[src/rtl/operand_fetch.sv]
// Decode-to-execute operand stage: drives regfile reads, forwards EX results,
// stalls on load-use hazards and registers operands into a valid/ready stage.
module operand_fetch #(
  parameter int STALL_CNT_W = 16
) (
  input  logic                   clk,
  input  logic                   rst,
  input  logic                   flush,
  input  logic                   in_valid,
  output logic                   in_ready,
  input  logic [31:0]            in_pc,
  input  logic [4:0]             in_rs1,
  input  logic                   in_rs1_en,
  input  logic [4:0]             in_rs2,
  input  logic                   in_rs2_en,
  input  logic [4:0]             in_rd,
  input  logic                   in_rd_en,
  input  logic                   in_is_load,
  input  logic [31:0]            in_imm,
  output logic                   re1,
  output logic [4:0]             raddr1,
  input  logic [31:0]            rdata1,
  output logic                   re2,
  output logic [4:0]             raddr2,
  input  logic [31:0]            rdata2,
  input  logic                   ex_wen,
  input  logic [4:0]             ex_waddr,
  input  logic [31:0]            ex_wdata,
  input  logic                   ex_is_load,
  output logic                   out_valid,
  input  logic                   out_ready,
  output logic [31:0]            out_pc,
  output logic [31:0]            out_imm,
  output logic [31:0]            out_op1,
  output logic [31:0]            out_op2,
  output logic [4:0]             out_rd,
  output logic                   out_rd_en,
  output logic                   out_is_load,
  output logic [STALL_CNT_W-1:0] stall_cnt
);

  logic        hazard;
  logic        accept;
  logic [31:0] op1;
  logic [31:0] op2;

  // Addresses follow the decoded instruction even while stalled.
  assign re1    = in_valid & in_rs1_en;
  assign raddr1 = in_rs1;
  assign re2    = in_valid & in_rs2_en;
  assign raddr2 = in_rs2;

  function automatic logic [31:0] resolve(input logic [4:0]  rs,
                                          input logic        en,
                                          input logic [31:0] rdata);
    if (!en || rs == 5'd0)
      return 32'd0;
    else if (ex_wen && !ex_is_load && ex_waddr == rs)
      return ex_wdata;
    else
      return rdata;
  endfunction

  assign op1 = resolve(in_rs1, in_rs1_en, rdata1);
  assign op2 = resolve(in_rs2, in_rs2_en, rdata2);

  // A load in EX has no data yet, so a dependent consumer must wait a cycle.
  assign hazard = in_valid & ex_wen & ex_is_load & (ex_waddr != 5'd0) &
                  ((in_rs1_en & (in_rs1 == ex_waddr)) |
                   (in_rs2_en & (in_rs2 == ex_waddr)));

  assign in_ready = rst & ~flush & ~hazard & (~out_valid | out_ready);
  assign accept   = in_valid & in_ready;

  // NOTE: sequential state uses non-blocking assignments so every register
  // samples pre-edge values regardless of statement order.
  always_ff @(posedge clk) begin
    if (!rst) begin
      out_valid   <= 1'b0;
      out_pc      <= '0;
      out_imm     <= '0;
      out_op1     <= '0;
      out_op2     <= '0;
      out_rd      <= '0;
      out_rd_en   <= 1'b0;
      out_is_load <= 1'b0;
      stall_cnt   <= '0;
    end else begin
      if (accept) begin
        out_valid   <= 1'b1;
        out_pc      <= in_pc;
        out_imm     <= in_imm;
        out_op1     <= op1;
        out_op2     <= op2;
        out_rd      <= in_rd;
        out_rd_en   <= in_rd_en;
        out_is_load <= in_is_load;
      end else if (out_ready || flush) begin
        out_valid <= 1'b0;
      end

      if (hazard && !flush && stall_cnt != {STALL_CNT_W{1'b1}})
        stall_cnt <= stall_cnt + 1'b1;
    end
  end

endmodule

[config.mk]
export PLATFORM = sky130hd
export DESIGN_NAME = operand_fetch
export DESIGN_NICKNAME = d
export VERILOG_FILES = /design/src/rtl/operand_fetch.sv
export SDC_FILE = /design/constraint.sdc
export NUM_CORES = 1
export LEC_CHECK = 0
export ABC_AREA = 0
export BUFFER_PORTS_ARGS = -buffer_cell sky130_fd_sc_hd__buf_2
export CAP_MARGIN = 20
export CORE_AREA = 2 2 137 139
export CTS_BUF_LIST = sky130_fd_sc_hd__clkbuf_4 sky130_fd_sc_hd__clkbuf_8
export DETAILED_ROUTE_END_ITERATION = 10
export DIE_AREA = 0 0 139 141
export GPL_TIMING_DRIVEN = 0
export PLACE_DENSITY_LB_ADDON = 0.3
export RECOVER_POWER = 100
export SYNTH_ARGS = -nofsm -noshare
export SYNTH_HDL_FRONTEND = slang
export SYNTH_SLANG_ARGS = --single-unit
[constraint.sdc]
create_clock -name clk -period 3 [get_ports clk]
set_clock_uncertainty 0.15 [all_clocks]
set_input_delay 0.6 -clock clk [delete_from_list [all_inputs] [get_ports clk]]
set_output_delay 0.6 -clock clk [all_outputs]
set_load 0.02 [all_outputs]
==> results of run 1 <==
[power breakdown]
part,switching (mW),internal [mW]
combinational,0.373,0.218
sequential,0.0367,2.09
clock,0.857,0.699
[metal layers]
layer	up-vias	wire, µm	share of wire (%)	track usage (%)
met5	-	0	0	0
met4	0	306	1.3	5.64
li1	3380	-	-	-
met1	3140	9580	42	27.0
met2	287	11100	49	38.5
met3	23	1660	7.3	6.25
[logic make-up (layout without fill, tap and decap cells)]
| kind of cell | Yosys count | in the layout | share of synthesized area, % |
|---|---|---|---|
| compound gates | 89 | 89 | 10.1 |
| xor+xnor | 14 | 14 | 1.84 |
| fa+ha+maj | 1 | 1 | 0.188 |
| buf+inv | 75 | 461 | 7.23 |
| flops | 152 | 152 | 45.8 |
| mux | 68 | 68 | 10.2 |
| simple gates | 344 | 344 | 24.6 |
[sequential cells by signal (all words and copies together) (netlist names)]
register	flops
out_op1	32
out_imm	32
out_is_load	1
out_pc	32
stall_cnt	16
out_rd_en	1
out_rd	5
out_op2	32
out_valid	1
[worst max-delay path by stage]
stage | start | end | slack [ns] | depth (start not counted)
floorplan | ex_waddr[1] | in_ready | 0.36 | 4
global placement | ex_waddr[1] | in_ready | 0.004 | 6
detailed placement | ex_waddr[1] | in_ready | -0.02 | 6
CTS | ex_waddr[1] | in_ready | 0.08 | 6
global route | ex_waddr[1] | in_ready | 0.03 | 6
finish | ex_waddr[1] | in_ready | 0.09 | 6
[cell usage after synthesis (5+ instances only)]
cell	n
a21boi_0	5
and2_1	6
buf_1	16
buf_2	9
buf_4	10
buf_6	20
clkbuf_1	16
dfxtp_1	152
mux2i_1	68
nand2_1	154
nand2b_1	5
nand3_1	137
nand3_2	10
nor2_1	5
o31ai_1	66
xnor2_1	14
[metrics by stage]
step	cell area [µm²]	total power [mW]	hold WS [ns]	setup TNS [ns]
finish	8780	4.27	0.168	0
global route	8780	4.45	0.145	0
CTS	9100	4.35	0.138	0
detailed placement	8710	2.79	0.293	-0.0167
global placement	8710	2.79	0.288	0
floorplan	6650	2.49	0.383	0
[layout by cell type, fill, tap and decap left out, drive strengths merged, types with 6 or more instances in the layout]
master / Yosys / layout
buf: 55 / 228
mux2i: 68 / 68
clkbuf: 16 / 216
xnor2: 14 / 14
dfxtp: 152 / 152
and2: 6 / 6
nand3: 147 / 147
nand2: 154 / 154
o31ai: 66 / 66
inv: 4 / 10
[worst max-delay path, cell delays in order]
cell and delay, ns:
clkbuf_1 0.12, or4_1 0.59, o2111a_1 0.34, nand2_4 0.15, and4b_1 0.19, buf_2 0.17
[area by class of cell]
cell class              instances  share of cell area, %
clock inverters                13                   1.55
clock buffers                  19                   2.84
plain buffers                  71                   4.40
multi-input cells             516                   35.2
repair buffers                354                   17.8
inverters                       4                  0.171
well taps                     234                   3.33
flip-flops and latches        152                   34.7
==> summary.txt, run 1 <==
Run status
  – Status: completed

Global routing
  – Total gr overflow: 0
  – First-pass GRT wire length: between 30000 and 40000 µm
  – Initial antenna violation count: 0
  – Largest net degree at the start of global routing: 17
  – Number of global-route vias before repair: 6327
  – GRT Util Overall: between 20 and 25%

CTS
  – Clk_lat worst skew: 0.45 ns
  – Hold Buf Count CTS: 0
  – CTS Sinks: ~150
  – Max Buffers Root-to-Sink: 2
  – Root Driver: clkbuf_8
  – Postcts setup bufs: 0
  – H-tree levels: 4
  – CTS Buf Count: 17
  – Post_cts resized: 1
  – Clock-pin slew on the worst setup and hold paths: 0.10 ns
  – CTS tree: yes

Die
  – DIE AREA: 0.0196 mm²
  – Row cnt: 50
  – Starting density of the core: 36.4%
  – Die W: 139 µm
  – IO Count: 356
  – Core box area: 0.0183 mm²
  – Die height: 141 µm

Logic synthesis
  – Synth top area cells: dfxtp_1, nand3_1, mux2i_1
  – Mean Syn Cell Area: 8.95 µm²
  – Top-area cell type share of the netlist area: 45.8%
  – Area leader, netlist: dfxtp_1
  – Most common flop cell mapped by yosys: dfxtp_1
  – Mapped Nets: between 900 and 1000
  – Seq cells post-synth: 152
  – Cell variety after synth: 41
  – Synthesized area: 0.00665 mm²
  – Sequential fraction of the synthesis area: 45.8%
  – Cells after Synth: 743
  – Synth warn: 0
  – Post-synth EDFFs: 0
  – Async S/R FF share, synth: 0%

Layout
  – Area occupied by multi-input gates: approximately 0.0031 mm²
  – Layout Cells excl Fill: 1363
  – Final Core Density: 48.1%
  – Share of cells above drive strength 1: a little under a quarter
  – Nets: 1308
  – Fill count: 1920
  – # diodes: 0
  – FF/Latch Area: 0.00304 mm²
  – Synth-to-Final Area Change: 32.1%

Place
  – Gpl congestion: 0.850
  – Final HPWL DP: 17600 µm
  – Dpl cells: 1331
  – Setup slack at placement: -0.0167 ns
  – Port bufs: 354

Drt
  – DRT Pass-1 Iters: 5
  – Via count: 6830
  – Drt total wl: 22700 µm
  – Detailed-route DRC error count: 0
  – Routed vias/inst: 5.01
  – Avg WL per Cell: ~17 µm
  – DRT iter0 DRCs: 297
  – Routed Antenna Nets: 0

Setup path
  – R2R cell count: 8
  – R2R Path Start: out_valid
  – Required @ worst endpoint: 2.25 ns
  – Worst Path Arrival: roughly 2.2 ns
  – CP Class: in -> out
  – Startpoint class of the critical path: primary input
  – R2r setup slk: 0.46 ns
  – Reg2Reg Capture Point: out_op2[29]
  – CP max FO: 8
  – Crit. End Element: output port

Hold path
  – Hold Path End: out_rd[3]
  – Worst hold path stage count: 3
  – Hold wc startpoint: in_rd[3]
  – Worst Hold Class: in -> reg

STA
  – Final setup fails: 0
  – Final slew viol count: 0
  – Final min period: approximately 2.9 ns
  – Slew of the pin with the lowest slew margin: 1.02 ns
  – Unrepaired setup endpoints after global routing: false
  – Final period utilization: 97.0%
  – Worst setup margin: just over 0.09 ns
  – Max Clock Freq: 344 MHz
  – Max_slew headroom: 30.1%
  – Hold Fails Final Rpt: 0

Flow run
  – Max-cap violations: 0

Power and ir drop
  – Power Dens Cells: 486 mW/mm²
  – Leak: 4.16 nW
  – Worst vdd ir: between 0.2 and 0.3 mV
No activity file was read; power rests on OpenSTA's default activity.
==> run 2, diff against run 1 <==
- CORE_AREA: 2 2 137 139 -> 2 2 136 138
- CTS_BUF_LIST: sky130_fd_sc_hd__clkbuf_4 sky130_fd_sc_hd__clkbuf_8 -> default
- DIE_AREA: 0 0 139 141 -> 0 0 138 140
==> run 2 against run 1 <==
  * First-iteration DRC count rose by 33%
  * Maximum frequency down 0.68%
  * Largest power group is now the clock network
  * Sequential share of layout area shrank 0.79 points
  * Critical path type unchanged
  * Largest cell class unchanged
  * Critical endpoint unchanged
  * Sequential power hardly changed
  * Utilization rose by 2.5 points
  * Sequential cell count did not move
==> summary.txt, run 2 (synthesis gave the netlist of run 1 again) <==
Setup path
  – R2R cell count: 8
  – Startpoint class of the critical path: primary input
  – Crit. End Element: output port
  – R2R Path Start: out_valid
  – CP Class: in -> out
  – CP max FO: 8
  – Critical Path End: in_ready
  – R2r setup slk: 0.44 ns
  – Reg2Reg Capture Point: out_op1[21]
  – Required @ worst endpoint: about 2.3 ns
  – CP Launch Point: ex_waddr[1]
  – Worst Path Arrival: 2.18 ns

CTS
  – CTS Buf Count: 17
  – Root Driver: clkbuf_16
  – Clk_lat worst skew: 0.42 ns
  – Max Buffers Root-to-Sink: 2
  – Clock-pin slew on the worst setup and hold paths: 0.06 ns
  – Hold Buf Count CTS: 0
  – CTS tree: yes
  – CTS Sinks: roughly 150
  – H-tree levels: 4

Place
  – Final HPWL DP: about 18000 µm
  – Port bufs: 354
  – Gpl congestion: 0.854
  – Setup slack at placement: -0.00774 ns

Layout
  – Nets: 1308
  – Final Core Density: about half
  – Share of cells above drive strength 1: 23.0%
  – Synth-to-Final Area Change: 35.2%
  – # diodes: 0
  – Commonest non-fill, non-tap cell in the layout: buf_2
  – Most frequent cells in the layout: buf_2, clkbuf_1, nand2_1

Power and ir drop
  – Comb pwr share: 11.9%
  – Clock Power Share: between 40% and 50%
  – Power Dens Cells: 550 mW/mm²
  – Sw Ratio: about a quarter
  – Internal: 3.65 mW
  – Worst vdd ir: roughly 0.37 mV
  – Switching Power: 1.29 mW
  – Seq pwr share: 43.1%
  – Leak: 4.25 nW

Drt
  – Avg WL per Cell: around 17 µm
  – Drt total wl: 22500 µm
  – Routed Antenna Nets: 0
  – DRT iter0 DRCs: roughly 400
  – Routed vias/inst: 5.00
  – DRT Pass-1 Iters: 6
  – Via count: 6781
  – Detailed-route DRC error count: 0

STA
  – Hold Fails Final Rpt: 0
  – Final hold slack: roughly 0.21 ns
  – Final slew viol count: 0
  – Final period utilization: 97.6%
  – Worst setup margin: 0.0709 ns
  – Final setup fails: 0
  – Slew of the pin with the lowest slew margin: roughly 0.94 ns
  – Max_slew headroom: 35.8%
  – Unrepaired setup endpoints after global routing: false
  – Final min period: slightly below 3 ns
  – Max Clock Freq: 341 MHz

Global routing
  – Largest net degree at the start of global routing: 17
  – Number of global-route vias before repair: 6371
  – GRT Util Overall: 22.5%
  – Initial antenna violation count: 0
  – Total gr overflow: 0
  – First-pass GRT wire length: roughly 35000 µm

Flow run
  – Max-cap violations: 0

Die
  – Core box area: 0.0178 mm²
  – Die W: 138 µm
  – IO Count: 356
  – Die height: 140 µm
  – DIE AREA: just under 0.02 mm²
  – Starting density of the core: 37.4%
  – Row cnt: 49

Hold path
  – Worst Hold Class: in -> reg

Run status
  – Status: completed
run 2: area by class of cell:
| class | instances | area, µm² |
|---|---|---|
| Buffer | 71 | 380 |
| Clock buffer | 19 | 443 |
| Clock inverter | 12 | 165 |
| Fill cell | 1831 | 8790 |
| Inverter | 4 | 15.0 |
| Multi-Input combinational cell | 516 | 3090 |
| Sequential cell | 152 | 3040 |
| Tap cell | 229 | 287 |
| Timing Repair Buffer | 354 | 1560 |
run 2: metrics by stage:
stage	power, mW	area, µm²	setup TNS [ns]	cells
CTS	5.02	9320	0	1357
global route	5.14	8990	0	1357
detailed placement	2.79	8700	-0.00774	1326
floorplan	2.49	6650	0	743
finish	4.94	8990	0	1357
global placement	2.79	8700	0	1326
run 2: how the worst min path moves through the flow:
stage / startpoint / endpoint / slack, ns / depth (start not counted)
floorplan: out_imm[0] / out_imm[0] / 0.38 / 2
global route: in_imm[4] / out_imm[4] / 0.19 / 3
global placement: out_pc[7] / out_pc[7] / 0.29 / 2
detailed placement: out_imm[25] / out_imm[25] / 0.29 / 2
finish: in_pc[22] / out_pc[22] / 0.21 / 3
CTS: in_imm[26] / out_imm[26] / 0.19 / 3
run 2: repair_timing:
| item | in CTS | in global routing |
|---|---|---|
| buffers inserted | 0 | 0 |
| setup endpoints to repair | 1 | 0 |
| resized for setup | 1 | 0 |
run 2: metal layers:
layer	routed length, µm	share of wire, %	up-vias	GRT usage, %
met1	9480	42	3095	27.5
met2	11100	49	284	38.8
met4	402	1.8	0	6.71
met3	1520	6.8	32	6.09
li1	-	-	3370	-
met5	0	0	-	0
run 2: worst max-delay path: stages:
cell	delay, ns
clkbuf_1	0.12
or4_1	0.60
o2111a_1	0.32
nand2_2	0.17
and4b_1	0.21
buf_2	0.16
run 2: power by group through the flow:
stage	sequential, mW	clock (mW)	combinational, mW
after floorplan	2.25	0	0.237
after global placement	2.17	0	0.621
after detailed placement	2.17	0	0.624
after CTS	2.12	2.27	0.626
after global routing	2.13	2.37	0.638
final	2.13	2.23	0.587
==> run 3, diff against run 2 <==
--- a/constraint.sdc
+++ b/constraint.sdc
@@ -4,2 +4,2 @@
 set_output_delay 0.6 -clock clk [all_outputs]
-set_load 0.02 [all_outputs]
+set_load 0.05 [all_outputs]
==> run 3 against run 2 <==
  * Global-route usage unchanged
  * Via count shrank 0.13%
  * Critical endpoint unchanged
  * Total power rose by 3.9%
  * Largest cell class unchanged
  * Worst hold slack got worse by 0.00055 ns
  * Die area unchanged
  * Maximum frequency shrank 0.25%
  * First-iteration DRC count is 3.8% higher
  * Critical path type unchanged
==> summary.txt, run 3 (synthesis gave the netlist of run 1 again) <==
Drt
  – Drt total wl: 22500 µm
  – Avg WL per Cell: 16.6 µm
  – Routed vias/inst: 4.99
  – Detailed-route DRC error count: 0
  – DRT iter0 DRCs: 411
  – DRT Pass-1 Iters: 6
  – Via count: slightly below 7000
  – Routed Antenna Nets: 0

CTS
  – CTS Buf Count: 17
  – Root Driver: clkbuf_16
  – H-tree levels: 4
  – CTS tree: yes
  – CTS Sinks: 152
  – Postcts setup bufs: 0
  – Clk_lat worst skew: 0.42 ns
  – Max Buffers Root-to-Sink: 2
  – Clock-pin slew on the worst setup and hold paths: 0.06 ns

STA
  – Final period utilization: 97.9%
  – Slew of the pin with the lowest slew margin: 1.01 ns
  – Final slew viol count: 0
  – Final min period: 2.94 ns
  – Max_slew headroom: 31.2%
  – Final setup fails: 0
  – Setup TNS: 0 ns
  – Unrepaired setup endpoints after global routing: false
  – Final hold slack: 0.207 ns
  – Max Clock Freq: approximately 340 MHz
  – Hold Fails Final Rpt: 0

Die
  – Die W: roughly 140 µm
  – Row cnt: 49
  – Die height: 140 µm
  – Core box area: between 0.015 and 0.02 mm²
  – Starting density of the core: 37.4%
  – IO Count: 356
  – DIE AREA: between 0.015 and 0.02 mm²

Setup path
  – Required @ worst endpoint: 2.25 ns
  – R2r setup slk: 0.45 ns
  – CP max FO: 8
  – Crit-path cells: clkbuf_1, or4_1, o2111a_1, nand2_4, and4b_1, buf_4
  – Crit-path leading delay family: simple AND/OR/NAND/NOR gates
  – Crit path buffers/inverters: 2
  – Worst Path Arrival: 2.19 ns
  – Worst path max stage delay: 0.60 ns
  – Startpoint class of the critical path: primary input
  – Crit. End Element: output port
  – Crit-path slowest cell: or4_1
  – CP Class: in -> out

Layout
  – Fin area: roughly 0.009 mm²
  – Commonest non-fill, non-tap cell in the layout: buf_2
  – Share of cells above drive strength 1: 23.1%
  – Nets: 1308
  – Final Core Density: 50.9%
  – # diodes: 0
  – Synth-to-Final Area Change: 36.2%
  – Layout Cells excl Fill: about 1400
  – Most frequent cells in the layout: buf_2, clkbuf_1, nand2_1

Power and ir drop
  – Leak: 4.28 nW
  – Power Dens Cells: 567 mW/mm²
  – Worst vdd ir: 0.365 mV

Run status
  – Status: completed

Global routing
  – First-pass GRT wire length: 34700 µm
  – Total gr overflow: 0
  – GRT Util Overall: 22.5%
  – Number of global-route vias before repair: ~6400
  – Initial antenna violation count: 0
  – Largest net degree at the start of global routing: 17

Flow run
  – Max-cap violations: 0

Place
  – Final HPWL DP: roughly 18000 µm
  – Port bufs: about 350
  – Dpl cells: 1326
  – Gpl congestion: 0.854
  – Placed instance area: 0.00870 mm²

Hold path
  – Worst Hold Class: in -> reg
[run 3: repair_timing]
item | CTS | global route
hold buffers | 0 | 0
endpoints found under the setup margin | 1 | 1
hold endpoints to repair | 0 | 0
resized for setup | 2 | 1
[run 3: final timing paths]
path / start / endpoint / cells after the start
setup / recovery: ex_waddr[1] / in_ready / 6
hold / removal: in_rd[2] / out_rd[2] / 3
setup reg to reg: out_valid / out_pc[1] / 8
hold reg to reg: out_imm[5] / out_imm[5] / 2
[run 3: cell type report]
cell class	instances	area (µm²)
fill	1823	8730
multi-input combinational	516	3100
sequential	152	3040
timing repair buffer	354	1570
clock buffer	19	443
buffer	71	427
tap	229	287
clock inverter	12	165
inverter	4	15.0
[run 3: routing by layer]
metal  up-vias  track usage (%)  part of all wire, %
met1      3090             27.5                   42
li1       3366                -                    -
met4         0             6.71                  1.5
met5         -                0                    0
met2       294             38.8                   49
met3        22             6.09                  7.1
[run 3: per-stage QoR]
stage	power, mW	worst slack [ns]
3_3_place_gp	2.97	-0.0914
3_5_place_dp	2.97	-0.107
5_1_grt	5.33	0.0185
4_1_cts	5.20	0.0403
6_report	5.13	0.0635
2_1_floorplan	2.67	0.163
[run 3: tightest hold or removal path: cells and delay by family]
| kind | cells | cell delay (ns) |
|---|---|---|
| simple gates | 2 | 0.08 |
| buf+inv | 1 | 0.07 |
[run 3: where the power goes]
group / switching [mW] / internal (mW)
combinational: 0.550 / 0.222
sequential: 0.0376 / 2.09
clock: 0.891 / 1.34
total: 1.48 / 3.65
